File: config.mk
export PLATFORM = sky130hd
export DESIGN_NAME = keypad_emulator
export DESIGN_NICKNAME = d
export VERILOG_FILES = /design/src/rtl/keypad_emulator.sv
export SDC_FILE = /design/constraint.sdc
export NUM_CORES = 1
export LEC_CHECK = 0
export CAP_MARGIN = 20
export CORE_MARGIN = 8
export CORE_UTILIZATION = 55
export CTS_BUF_LIST = sky130_fd_sc_hd__clkbuf_4 sky130_fd_sc_hd__clkbuf_8
export DETAILED_ROUTE_END_ITERATION = 8
export GPL_TIMING_DRIVEN = 0
export MAX_ROUTING_LAYER = met4
export PLACE_DENSITY = 0.75
export RECOVER_POWER = 50
export SYNTH_ARGS = -nofsm -noshare
export SYNTH_HDL_FRONTEND = slang
export SYNTH_SLANG_ARGS = --single-unit
File: constraint.sdc
create_clock -name CLK -period 2.7 [get_ports CLK]
set_clock_uncertainty 0.05 [all_clocks]
set_input_delay 0.54 -clock CLK [delete_from_list [all_inputs] [get_ports CLK]]
set_output_delay 0.54 -clock CLK [all_outputs]
set_load 0.005 [all_outputs]
File: src/rtl/keypad_emulator.sv
// 3x4 phone keypad emulator: accepts key codes over valid/ready, plays a press
// with contact bounce, and answers the peripheral's row scan on the column lines.
module keypad_emulator #(
  parameter logic [15:0] HOLD_CYCLES   = 16'd1000,
  parameter logic [15:0] BOUNCE_CYCLES = 16'd200,
  parameter logic [15:0] BOUNCE_PERIOD = 16'd10,
  parameter logic [15:0] GAP_CYCLES    = 16'd500
) (
  input  logic       CLK,
  input  logic       RST_N,
  input  logic       B,
  input  logic       G,
  input  logic       F,
  input  logic       D,
  output logic       C,
  output logic       A,
  output logic       E,
  input  logic [3:0] KEY_CODE,
  input  logic       KEY_VALID,
  output logic       KEY_READY,
  output logic       PRESSED,
  output logic       DONE,
  output logic       ERR
);

  typedef enum logic [2:0] {IDLE, BNC_IN, HOLD, BNC_OUT, GAP} state_t;

  state_t      state_q, state_d;
  logic [15:0] cnt_q, cnt_d;
  logic [15:0] tog_q, tog_d;
  logic        contact_q, contact_d;
  logic [1:0]  key_row_q, key_row_d;
  logic [1:0]  key_col_q, key_col_d;
  logic [2:0]  col_q, col_d;
  logic        done_q, done_d;
  logic        err_q, err_d;

  logic [3:0]  rows;
  logic [3:0]  dec;
  logic        code_ok;
  logic        bnc_last, hold_last, gap_last, tog_last;

  assign rows = {D, F, G, B};

  // {row, col} of each legal key code
  always_comb begin
    dec = 4'b0000;
    case (KEY_CODE)
      4'd0:  dec = 4'b1101;
      4'd1:  dec = 4'b0000;
      4'd2:  dec = 4'b0001;
      4'd3:  dec = 4'b0010;
      4'd4:  dec = 4'b0100;
      4'd5:  dec = 4'b0101;
      4'd6:  dec = 4'b0110;
      4'd7:  dec = 4'b1000;
      4'd8:  dec = 4'b1001;
      4'd9:  dec = 4'b1010;
      4'd10: dec = 4'b1100;
      4'd11: dec = 4'b1110;
      default: dec = 4'b0000;
    endcase
  end

  assign code_ok = (KEY_CODE <= 4'd11);

  // 17-bit compares so a zero-length phase ends after its first cycle without wrapping
  assign bnc_last  = ({1'b0, cnt_q} + 17'd1) >= {1'b0, BOUNCE_CYCLES};
  assign hold_last = ({1'b0, cnt_q} + 17'd1) >= {1'b0, HOLD_CYCLES};
  assign gap_last  = ({1'b0, cnt_q} + 17'd1) >= {1'b0, GAP_CYCLES};
  assign tog_last  = ({1'b0, tog_q} + 17'd1) >= {1'b0, BOUNCE_PERIOD};

  always_comb begin
    state_d   = state_q;
    cnt_d     = cnt_q + 16'd1;
    tog_d     = 16'd0;
    contact_d = contact_q;
    key_row_d = key_row_q;
    key_col_d = key_col_q;
    done_d    = 1'b0;
    err_d     = 1'b0;
    case (state_q)
      IDLE: begin
        cnt_d = 16'd0;
        if (KEY_VALID) begin
          if (code_ok) begin
            contact_d = 1'b1;
            key_row_d = dec[3:2];
            key_col_d = dec[1:0];
            state_d   = (BOUNCE_CYCLES == 16'd0) ? HOLD : BNC_IN;
          end else begin
            err_d = 1'b1;
          end
        end
      end
      BNC_IN, BNC_OUT: begin
        tog_d = tog_q + 16'd1;
        if (bnc_last) begin
          contact_d = (state_q == BNC_IN);
          state_d   = (state_q == BNC_IN) ? HOLD : GAP;
          cnt_d     = 16'd0;
          tog_d     = 16'd0;
        end else if (tog_last) begin
          contact_d = ~contact_q;
          tog_d     = 16'd0;
        end
      end
      HOLD: begin
        if (hold_last) begin
          contact_d = 1'b0;
          state_d   = (BOUNCE_CYCLES == 16'd0) ? GAP : BNC_OUT;
          cnt_d     = 16'd0;
        end
      end
      GAP: begin
        if (gap_last) begin
          state_d = IDLE;
          done_d  = 1'b1;
          cnt_d   = 16'd0;
        end
      end
      default: begin
        state_d   = IDLE;
        contact_d = 1'b0;
        cnt_d     = 16'd0;
      end
    endcase
    // columns follow the next contact state so they line up with PRESSED
    col_d = {3{contact_d & rows[key_row_d]}} & (3'b001 << key_col_d);
  end

  always_ff @(posedge CLK or negedge RST_N) begin
    if (!RST_N) begin
      state_q   <= IDLE;
      cnt_q     <= 16'd0;
      tog_q     <= 16'd0;
      contact_q <= 1'b0;
      key_row_q <= 2'd0;
      key_col_q <= 2'd0;
      col_q     <= 3'b000;
      done_q    <= 1'b0;
      err_q     <= 1'b0;
    end else begin
      state_q   <= state_d;
      cnt_q     <= cnt_d;
      tog_q     <= tog_d;
      contact_q <= contact_d;
      key_row_q <= key_row_d;
      key_col_q <= key_col_d;
      col_q     <= col_d;
      done_q    <= done_d;
      err_q     <= err_d;
    end
  end

  assign C         = col_q[0];
  assign A         = col_q[1];
  assign E         = col_q[2];
  assign PRESSED   = contact_q;
  assign DONE      = done_q;
  assign ERR       = err_q;
  assign KEY_READY = (state_q == IDLE);

endmodule

==> results.toml <==
[finish]
num_antenna_cells = 0
drive_gt1_share_pct = 13.4
syn2layout_area_growth_pct = 18.3
fin_nets = 320
final_util_pct = 68.1
nFillCells = 338

[floorplanning]
rows = 24
die_w_um = 84.0
num_io_pins = 18
initial_core_util_pct = 57.6
die_area_um2 = 7050
coreArea_um2 = 4410
die_h_um = 84.0

[yosys]
ys_top_cells_by_area = "dfrtp_1 (44%), xnor2_1 (4.8%), nor2_1 (3.8%)"
yosysSeqAreaShare_pct = 44.3
yosysTopAreaCell = "dfrtp_1"
syn_area_um2 = 2540
synth_cells = 260
synth-async-reset-ratio_pct = 100
synthDistinctLibCells = 63
ys.flop_type = "dfrtp_1"
avgSynthCellArea_um2 = 9.78
ys_seq_elements = 45
netlist.area_leader.share_pct = 44.3
synth_warnings = 0
synth_edf_count = 0

[critical_path]
slowest_delay_ns = 0.41
slowest_stage = "dfrtp_1"
cp.required_ns = 2.84
start_kind = "flop"
path_cells = "ha_1, buf_4, nand2_4, nor4_2, mux2i_1, and3_1, buf_6, and3_2, o21ai_2, a2111oi_2"
critPathArrivalTime_ns = 2.73
path_delay_family = "simple AND/OR/NAND/NOR gates"
critPathKind = "reg2reg"
cp-end-kind = "flop"
cp_num_buf_inv = 2
cp_max_fo = 9

[route]
drt_iter0_drc = 108
vias = 2001
antenna_left = 0
drt_first_pass_iters = 4
wl_um = 4870
wire_per_inst_um = 13.6
drcViolationCount = 0
viasPerCell = 5.59

[grt]
grt_start_max_net_pins = 34
antenna_found_initial = 0
grt.total_usage_pct = 14.7
grt_pass1_vias = 1921
gr-total-overflow = 0
grt_pass1_wl_um = 8520

[pwr]
power_switching_mw = 0.568
p_per_area_nw_per_um2 = 622
swShare_pct = 30.4
p_leak_nw = 1.34
ir_worst_vdd_mv = 0.451
p_int_mw = 1.30
p_clk_share_pct = 27.2
p_comb_share_pct = 29.7
p_seq_share_pct = 43.1

[clock_tree]
root_buffer = "clkbuf_8"
clock-sinks = 45
clock_path_buffers = 2
cts_tree = "yes"
ctsHoldBuffers = 0
htreeDepth = 2
cts.clk_slew.worst_paths_ns = 0.09
clk_latency_ns = 0.29
numCtsBuffers = 5

[status]
status = "finished clean"

[timing]
finalMaxSlewViolations = 0
layout_min_cycle_time_ns = 2.58
timing.final.ws_setup_ns = 0.117
max_freq_mhz = 387
worst_pin_slew_ns = 1.41
hold_viol = 0
finalSetupViolations = 0
min_period_over_period_pct = 95.7
slew-limit-headroom_pct = 6.07
final.setup.tns_ns = 0

[place]
io_buffers = 17
pre_cts_slack_ns = -0.183
gp_congestion = 0.886
dpl.hpwl_um = 3450

[flow_run]
drv_cap = 0

[min_path]
hp-class = "in2async"
-- power groups by stage --
stage / Sequential [mW] / Clock (mW) / Combinational [mW]
floorplan: 0.811 / 0 / 0.384
global placement: 0.816 / 0 / 0.540
detailed placement: 0.818 / 0 / 0.550
CTS: 0.805 / 0.529 / 0.554
global route: 0.817 / 0.556 / 0.616
finish: 0.805 / 0.509 / 0.555
-- routing by layer --
layer  vias to the layer above  GRT usage [%]  routed length (um)
met4                         0           4.87                  28
li1                       1024              -                   -
met1                       946           18.9                2400
met5                         -              -                   0
met3                         2           3.32                 127
met2                        29           22.4                2310
-- stage by stage --
stage	power [mW]	hold slack [ns]	std cells	area, um2
finish	1.87	0.198	358	3010
global route	1.99	0.237	358	3010
CTS	1.89	0.0828	356	2990
detailed placement	1.37	0.407	347	2860
global placement	1.36	0.423	346	2840
floorplan	1.19	0.194	277	2610
-- state kept, by name, summed over array words and instances, names as in the netlist --
name	cells
cnt_q	16
col_q	3
tog_q	16
key_row_q	2
key_col_q	2
state_q	3
ERR	1
DONE	1
PRESSED	1
-- cell usage after synthesis, types with 4 or more instances --
cell,count
a21oi_1,10
a31oi_1,6
and3_1,13
buf_2,7
dfrtp_1,45
ha_1,4
inv_1,8
mux2i_1,4
nand2_1,22
nand3_1,8
nand4_1,4
nor2_1,26
nor2b_1,4
nor3_1,9
nor4_1,4
o21ai_0,6
xnor2_1,14
-- worst paths after layout --
check                              start        to  slack [ns]  cells past startpoint
max in group asynchronous          RST_N  cnt_q[3]        0.56                      2
worst max-delay path            cnt_q[1]  col_q[2]        0.12                     10
min in group CLK                tog_q[0]  tog_q[0]        0.44                      1
worst max register to register  cnt_q[1]  col_q[2]        0.12                     10
worst min register to register  tog_q[0]  tog_q[0]        0.44                      1
worst min-delay path               RST_N  cnt_q[7]        0.20                      1
-- cells by family after synthesis --
family | share of synthesized area, %
mux | 2.61
compound gates | 17.0
other cells | 0.147
flops | 44.3
xor+xnor | 5.86
buf+inv | 4.33
fa+ha+maj | 1.97
simple gates | 23.8
-- final cells by class --
cell class                 instances  area [um2]  area share (%)
buffer                            12        82.6            2.75
clock buffer                       5        68.8            2.29
clock inverter                     3        46.3            1.54
inverter                           8        30.0           0.998
multi-input combinational        212        1390            46.2
sequential                        45        1130            37.4
tap                               52        65.1            2.16
timing repair buffer              21         199            6.61
-- repair_timing --
action / CTS / global route
buffers inserted: 1 / 2
gates cloned: 0 / 0
resized for setup: 2 / 6
setup endpoints to repair: 2 / 10
pin swaps: 0 / 0
-- placed cells by master (no fill, tap or decap), types with 9 or more instances in the layout --
cell / count
clkdlybuf4s50_1: 16
conb_1: 18
nor2_1: 26
a21oi_1: 9
xnor2_1: 14
nor3_1: 9
and3_1: 12
dfrtp_1: 45
nand2_1: 21
(Power assumes the default switching activity.)
